$ cat config.mk
export PLATFORM = sky130hd
export DESIGN_NAME = delay_sum_combiner_flat
export DESIGN_NICKNAME = d
export VERILOG_FILES = /design/src/rtl/delay_sum_pkg.sv /design/src/rtl/delay_sum_if.sv /design/src/rtl/delay_sum_combiner.sv /design/src/flat_wrapper.sv
export SDC_FILE = /design/constraint.sdc
export NUM_CORES = 1
export LEC_CHECK = 0
export ABC_CLOCK_PERIOD_IN_PS = 3800
export CAP_MARGIN = 30
export CORE_AREA = 2 2 143 250
export DETAILED_ROUTE_END_ITERATION = 10
export DIE_AREA = 0 0 145 252
export GPL_ROUTABILITY_DRIVEN = 0
export PLACE_DENSITY = 0.76
export SLEW_MARGIN = 20
export SYNTH_ARGS = -nofsm -noshare
export SYNTH_HDL_FRONTEND = slang
export SYNTH_SLANG_ARGS = --single-unit
$ cat constraint.sdc
create_clock -name clk -period 3.8 [get_ports clk]
set_input_delay 0.95 -clock clk [delete_from_list [all_inputs] [get_ports clk]]
set_output_delay 0.95 -clock clk [all_outputs]
set_load 0.01 [all_outputs]
$ cat src/rtl/delay_sum_pkg.sv
// rtl/delay_sum_pkg.sv - shared widths and FSM states for the delay-and-sum combiner
package delay_sum_pkg;

  localparam int NUM_MICS = 16;
  localparam int PCM_W    = 19;
  localparam int SUM_W    = 23;
  localparam int CNT_W    = 5;
  localparam int IDX_W    = 4;

  typedef enum logic [1:0] {
    IDLE  = 2'd0,
    ACCUM = 2'd1,
    HOLD  = 2'd2
  } state_t;

endpackage

$ cat src/rtl/delay_sum_if.sv
// rtl/delay_sum_if.sv - frame input and sum output handshake bundle
interface delay_sum_if;
  import delay_sum_pkg::*;

  logic                          frame_valid;
  logic                          frame_ready;
  logic [NUM_MICS*PCM_W-1:0]     frame_data;
  logic [NUM_MICS-1:0]           channel_mask;
  logic                          sum_valid;
  logic                          sum_ready;
  logic signed [SUM_W-1:0]       sum_data;
  logic [CNT_W-1:0]              sum_count;

  modport master (
    output frame_valid, frame_data, channel_mask, sum_ready,
    input  frame_ready, sum_valid, sum_data, sum_count
  );

  modport slave (
    input  frame_valid, frame_data, channel_mask, sum_ready,
    output frame_ready, sum_valid, sum_data, sum_count
  );

endinterface

$ cat src/rtl/delay_sum_combiner.sv
// rtl/delay_sum_combiner.sv - serial 16-lane masked sum; DELAY_SUM_NORM_EN selects /16 rounded output
module delay_sum_combiner
  import delay_sum_pkg::*;
(
  input  logic       clk,
  input  logic       rst,
  delay_sum_if.slave bus
);

  state_t                         state_q, state_d;
  logic [NUM_MICS-1:0][PCM_W-1:0] lanes_q;
  logic [NUM_MICS-1:0]            mask_q;
  logic [CNT_W-1:0]               cnt_q;
  logic [CNT_W-1:0]               count_q;
  logic signed [SUM_W-1:0]        acc_q;
  logic signed [SUM_W-1:0]        addend;
  logic [PCM_W-1:0]               lane_cur;
  logic                           accept;
  logic                           last_lane;
  logic                           frame_ready;
  logic                           sum_valid;

  assign lane_cur  = lanes_q[cnt_q[IDX_W-1:0]];
  assign addend    = {{(SUM_W-PCM_W){lane_cur[PCM_W-1]}}, lane_cur};
  assign last_lane = (cnt_q == CNT_W'(NUM_MICS-1));
  assign accept    = frame_ready && bus.frame_valid;

  always_ff @(posedge clk) begin
    if (rst) begin
      state_q <= IDLE;
    end else begin
      state_q <= state_d;
    end
  end

  always_comb begin
    state_d     = state_q;
    frame_ready = 1'b0;
    sum_valid   = 1'b0;
    case (state_q)
      IDLE: begin
        frame_ready = 1'b1;
        if (bus.frame_valid) state_d = ACCUM;
      end
      ACCUM: begin
        if (last_lane) state_d = HOLD;
      end
      HOLD: begin
        sum_valid = 1'b1;
        if (bus.sum_ready) state_d = IDLE;
      end
      default: state_d = IDLE;
    endcase
  end

  // Lanes and mask are snapshotted on acceptance so later input changes cannot leak in.
  always_ff @(posedge clk) begin
    if (rst) begin
      lanes_q <= '0;
      mask_q  <= '0;
      cnt_q   <= '0;
      count_q <= '0;
      acc_q   <= '0;
    end else if (accept) begin
      lanes_q <= bus.frame_data;
      mask_q  <= bus.channel_mask;
      cnt_q   <= '0;
      count_q <= '0;
      acc_q   <= '0;
    end else if (state_q == ACCUM) begin
      cnt_q <= cnt_q + CNT_W'(1);
      if (mask_q[cnt_q[IDX_W-1:0]]) begin
        acc_q   <= acc_q + addend;
        count_q <= count_q + CNT_W'(1);
      end
    end
  end

  assign bus.frame_ready = frame_ready;
  assign bus.sum_valid   = sum_valid;
  assign bus.sum_count   = count_q;

`ifdef DELAY_SUM_NORM_EN
  // Full-scale sum plus 8 still fits in 23 bits, so rounding cannot wrap.
  logic signed [SUM_W-1:0] rounded;
  assign rounded      = acc_q + 23'sd8;
  assign bus.sum_data = rounded >>> 4;
`else
  assign bus.sum_data = acc_q;
`endif

endmodule

$ cat src/flat_wrapper.sv
// flat-port wrapper written by rule: the top's interface ports become plain ports
module delay_sum_combiner_flat import delay_sum_pkg::*;
  (clk, rst, bus_frame_valid, bus_frame_data, bus_channel_mask, bus_sum_ready, bus_frame_ready, bus_sum_valid, bus_sum_data, bus_sum_count);
  delay_sum_if bus_i ();
  input  logic clk;
  input  logic rst;
  input wire logic [$bits(bus_i.frame_valid)-1:0] bus_frame_valid;
  input wire logic [$bits(bus_i.frame_data)-1:0] bus_frame_data;
  input wire logic [$bits(bus_i.channel_mask)-1:0] bus_channel_mask;
  input wire logic [$bits(bus_i.sum_ready)-1:0] bus_sum_ready;
  output wire logic [$bits(bus_i.frame_ready)-1:0] bus_frame_ready;
  output wire logic [$bits(bus_i.sum_valid)-1:0] bus_sum_valid;
  output wire logic [$bits(bus_i.sum_data)-1:0] bus_sum_data;
  output wire logic [$bits(bus_i.sum_count)-1:0] bus_sum_count;
  assign bus_i.frame_valid = bus_frame_valid;
  assign bus_i.frame_data = bus_frame_data;
  assign bus_i.channel_mask = bus_channel_mask;
  assign bus_i.sum_ready = bus_sum_ready;
  assign bus_frame_ready = bus_i.frame_ready;
  assign bus_sum_valid = bus_i.sum_valid;
  assign bus_sum_data = bus_i.sum_data;
  assign bus_sum_count = bus_i.sum_count;
  delay_sum_combiner u_core (.clk(clk), .rst(rst), .bus(bus_i));
endmodule
Yosys cells after proc, flatten, opt, wreduce, memory -nomap -nowiden
Index checks and enable logic that the tools add are counted.

operators by class
  add/sub/neg operators = 3
  order comparisons = 1
  equality and inequality tests = 6
  muxes and demuxes = 10
  reduce and logical (&&, ||, !) cells = 5

operators by type and width
  operator             number
  $bmux 19 s4          1
  $add 23x19->23       1
  $mux 19              1
  $add 5x1->5 const B  2
  $mux 2               3
  $pmux 2 s3           1
  $eq 5x4->1 const B   1
  $lt 4x5->1 const B   1
  $bmux 1 s4           1
  $ne 2x2->1 const B   2
  $mux 1               3
  $reduce_and 3->1     1
  $eq 2x1->1 const B   1
  $eq 2x2->1 const B   1
  $logic_not 2->1      1
  $ne 2x1->1 const B   1
  $reduce_and 2->1     1
  $reduce_or 2->1      1
  $logic_and 1x1->1    1

storage, ports and cells
  register bits after elaboration = 355
  input port bits = 324
  output and inout port bits = 30
  logic and storage cells = 46

Longest topological paths before layout
  depth after elaboration = 4
  mapped depth = 15
  mapped depth without buffers = 12

Least setup slack after synthesis
Ideal clock, no wire load.

  kind = reg-to-reg
  from = reg u_core.cnt_q[0]
  to = reg u_core.acc_q[14], in the netlist u_core.bus.sum_data[14]
  setup time = 0.062 ns
  data arrival time = 3.813 ns
  required time = 3.738 ns
  slack = -0.075 ns
  cell stages (with the launch flop) = 13
  buffers on the path = 2
  clock period less this slack = 3.875 ns
  path through = dfxtp_1 buf_2 buf_1 mux4_2 mux4_2 ha_1 a21oi_2 nand2_1 a211o_1 o21ai_0 a21boi_0 or4_1 nand3_1

on the way
  word-level cells in the longest chain between the ends = 3
  elaborated cells between the ends (all ways) = 6
  classes of those cells = add/sub: 1; mux: 4; reduce/logical: 1

ends and longest elaborated chain
  element                                                  line                                                text
  from (decl)                                              delay_sum_combiner.sv:13                            logic [CNT_W-1:0] cnt_q;
  from (signal assigned)                                   delay_sum_combiner.sv:71                            cnt_q <= cnt_q + CNT_W'(1);
  $bmux 19 s4 or $bmux 1 s4 (tied branches)                delay_sum_combiner.sv:23, delay_sum_combiner.sv:72
  $mux 19 (implied by the code) or $mux 1 (tied branches)  delay_sum_combiner.sv:23, delay_sum_combiner.sv:72
  $add 23x19->23 or $reduce_and 2->1 (tied branches)       -
  to (signal assigned)                                     delay_sum_combiner.sv:73                            acc_q <= acc_q + addend;
  to (decl)                                                delay_sum_combiner.sv:15                            logic signed [SUM_W-1:0] acc_q;

Several ways; a longest one is shown, not always the timed one. The select of a mux whose other input is x is not followed.
A chain may end at the register's enable or synchronous reset.

Worst setup path in the final report
  from = reg u_core.cnt_q[0]
  to = reg u_core.acc_q[21], in the netlist u_core.bus.sum_data[21]

Same word-level chain as after synthesis.

==> reports/results.ini <==
[worst_setup_path]
slowest_stage = mux4_2
cp_max_fo = 15
cp-end-kind = flop
slowest_delay_ns = 0.55
crit_path_frequent_cell = mux4_2
path_buf_inv = 2
r2r_cells = 11
crit_type = flop to flop
crit_path_start_kind = flop
crit_arrival_ns = 4.16
cp.required_ns = 4.26
path_cells = buf_12 -> buf_4 -> mux4_2 -> mux4_2 -> ha_1 -> a21o_1 -> nand2b_1 -> o32a_1 -> a41oi_2 -> xor2_1 -> a211oi_1
path_depth = 11
crit_family = compound AO/OA/AOI/OAI gates

[drt]
dr.first_iter.drc_count = 1569
wl_mm = 52.7
wl_per_cell_um = 20.2
dr_total_vias = 14600
drc = 0
final_antenna_net_count = 0
dr.pass1.iters = 7
vias_per_cell = 5.59

[die]
die_width_um = 145
start_util_pct = 45.7
die-area_um2 = 36500
die_h_um = 252
rows = 90
design.core.area_um2 = 34300
ios = 354

[timing]
finalSetupTns_ns = 0
finalClockSkew_ns = 0.0210
finalSetupViolations = 0
rsz0062_at_grt = false
slew_headroom_pct = 37.3
fmax_mhz = 270
hold_viol = 0
fin_crit_ns = 3.70
tightest_slew_ns = 0.940
fin_crit_sh_pct = 97.4
report.final.slew_viol_count = 0

[clocking]
htreeDepth = 1
cts_sinks = 355
cts_tree = done
clkSlewWorstSetupHoldPaths_ns = 0.07
cts_root_buffer = clkbuf_16
clk_latency_ns = 0.58
clock_path_buffers = 3
cts_buffers = 30

[worst_hold_path]
min_path_cells = 2
hold_class = flop to flop

[yosys]
netlist_top_cells_count = nand2_1, dfxtp_1, a21oi_1, clkbuf_1, mux4_2
synth_nets = 2186
synth.most_common_cell = nand2_1
ys_types = 51
synth_cells = 1836
mappedNetlistArea_um2 = 15700
synth_top_area_share_pct = 45.2
synth_edf_count = 0
synth_area_leaders = dfxtp_1, nand2_1, mux4_2, a21oi_1, clkbuf_1
yosys_warnings = 0
seq_area_frac_synth_pct = 45.2
synth_flop_cell = dfxtp_1
avgSynthCellArea_um2 = 8.56
synth_top_cell_by_area = dfxtp_1
ys_ff_latch = 355
async_flop_share_pct = 0

[finish]
areaGrowthSynthToFinish_pct = 32.6
final_net_count = 2470
drive_gt1_share_pct = 9.94
final_cells = 2608
postLayoutCellArea_um2 = 20800
final_core_util_pct = 60.7
final.fill_count = 2892

[pwr]
power_uw = 8260
clockPowerShare_pct = 36.6
power_density_nw_per_um2 = 397
p_int_uw = 6170
peakVddDrop_mv = 0.321
p_leak_uw = 0.00759
p_switching_uw = 2090
power_frac_seq_pct = 49.0
p_sw_share_pct = 25.3
p_comb_share_pct = 14.4

[grt]
antenna_found_initial = 6
grt_overflow = 0
grt_pass1_wl_mm = 78.3
grt_use_total_pct = 27.4
grt_pass1_vias = 14100
grt_max_degree = 177

[job]
cap_violations = 0

[placement]
detailed_place_hpwl_mm = 39.2
io_buffer_count = 353
placed_cells = 2537
postPlaceCellArea_um2 = 19700

[outcome]
status = finished clean

-- logic make-up after synthesis --
kind of cell | share of synthesized area, %
simple gates | 19.1
xor+xnor | 0.948
fa+ha+maj | 2.12
compound gates | 14.0
flops | 45.2
buf+inv | 3.85
mux | 14.7
-- registers in the layout, summed over array words and instances (netlist names) --
| name | cells |
|---|---|
| u_core.lanes_q | 304 |
| u_core.mask_q | 16 |
| u_core.bus.sum_count | 5 |
| u_core.cnt_q | 5 |
| u_core.state_q | 2 |
| u_core.bus.sum_data | 23 |
-- layout make-up --
class	count	area (um^2)	share of cell area [%]
Timing Repair Buffer	397	4040	19.4
Clock inverter	11	80.1	0.384
Tap cell	460	576	2.76
Inverter	9	33.8	0.162
Clock buffer	43	861	4.13
Multi-Input combinational cell	1327	8110	38.9
Sequential cell	355	7120	34.2
Antenna cell	6	15.0	0.0721
-- power groups by stage --
stage / logic, uW / registers (uW) / clock network (uW)
2_1_floorplan: 609 / 4070 / 0
3_3_place_gp: 1140 / 4120 / 0
3_5_place_dp: 1160 / 4130 / 0
4_1_cts: 1170 / 4050 / 3050
5_1_grt: 1280 / 4060 / 3180
6_report: 1190 / 4050 / 3020
-- timing repair --
item,4_1_cts,5_1_grt
resized for setup,2,20
endpoints found under the hold margin,0,0
hold buffers,0,0
setup buffers,2,7
pin swaps,0,4
gates cloned,0,2
setup endpoints to repair,2,10
-- tightest hold or removal path, delay by kind of cell (launching register included) --
family | cells | cell delay, ns
AND/OR/NAND/NOR | 1 | 0.05
flip-flops | 1 | 0.31
AO/OA/AOI/OAI | 1 | 0.05
-- layout by cell type (no fill, tap or decap), types with 3 or more instances in the layout --
cell type,synthesis,layout
nand2_1,671,670
clkdlybuf4s50_1,0,352
dfxtp_1,355,352
a21oi_1,350,346
mux4_2,95,95
nor2_1,33,33
clkbuf_16,0,33
buf_4,0,31
ha_1,25,19
nand3_1,13,13
mux2i_1,12,12
a21o_1,11,11
buf_12,0,11
xnor2_1,10,10
clkinv_2,0,10
inv_1,9,9
nor3_1,9,9
o21ai_0,10,9
nand4_1,8,8
clkbuf_1,121,8
xor2_1,7,7
diode_2,0,6
nor2b_1,6,6
a31oi_1,7,6
a21oi_2,1,5
o211ai_1,5,5
ha_2,0,5
nand2b_1,4,4
and3_1,4,4
clkbuf_8,0,4
nand3b_1,3,3
a211oi_1,5,3
o21a_1,3,3
a21boi_0,3,3
-- stage by stage --
stage / setup WS, ns / hold slack, ns
floorplan: -0.0131 / 0.432
global placement: 0.0403 / 0.440
detailed placement: -0.0807 / 0.446
CTS: 0.0150 / 0.455
global route: 0.00423 / 0.467
finish: 0.0971 / 0.453
-- worst paths after layout --
check	from	endpoint	slack, ns
worst max-delay path	u_core.cnt_q[0]$_SDFFE_PP0N_	u_core.bus.sum_data[21]$_SDFFE_PP0P_	0.1
worst min-delay path	u_core.lanes_q[175]$_SDFFE_PP0P_	u_core.lanes_q[175]$_SDFFE_PP0P_	0.45
worst max register to register	u_core.cnt_q[0]$_SDFFE_PP0N_	u_core.bus.sum_data[21]$_SDFFE_PP0P_	0.1
worst min register to register	u_core.lanes_q[175]$_SDFFE_PP0P_	u_core.lanes_q[175]$_SDFFE_PP0P_	0.45
-- per-layer routing --
metal,wire [um],vias up,global-route usage [%]
li1,-,6848,-
met1,18600,6886,31.4
met2,26900,678,48.6
met3,3730,155,3.40
met4,3390,0,17.4
met5,0,-,0
No activity file was read; power rests on OpenSTA's default activity.
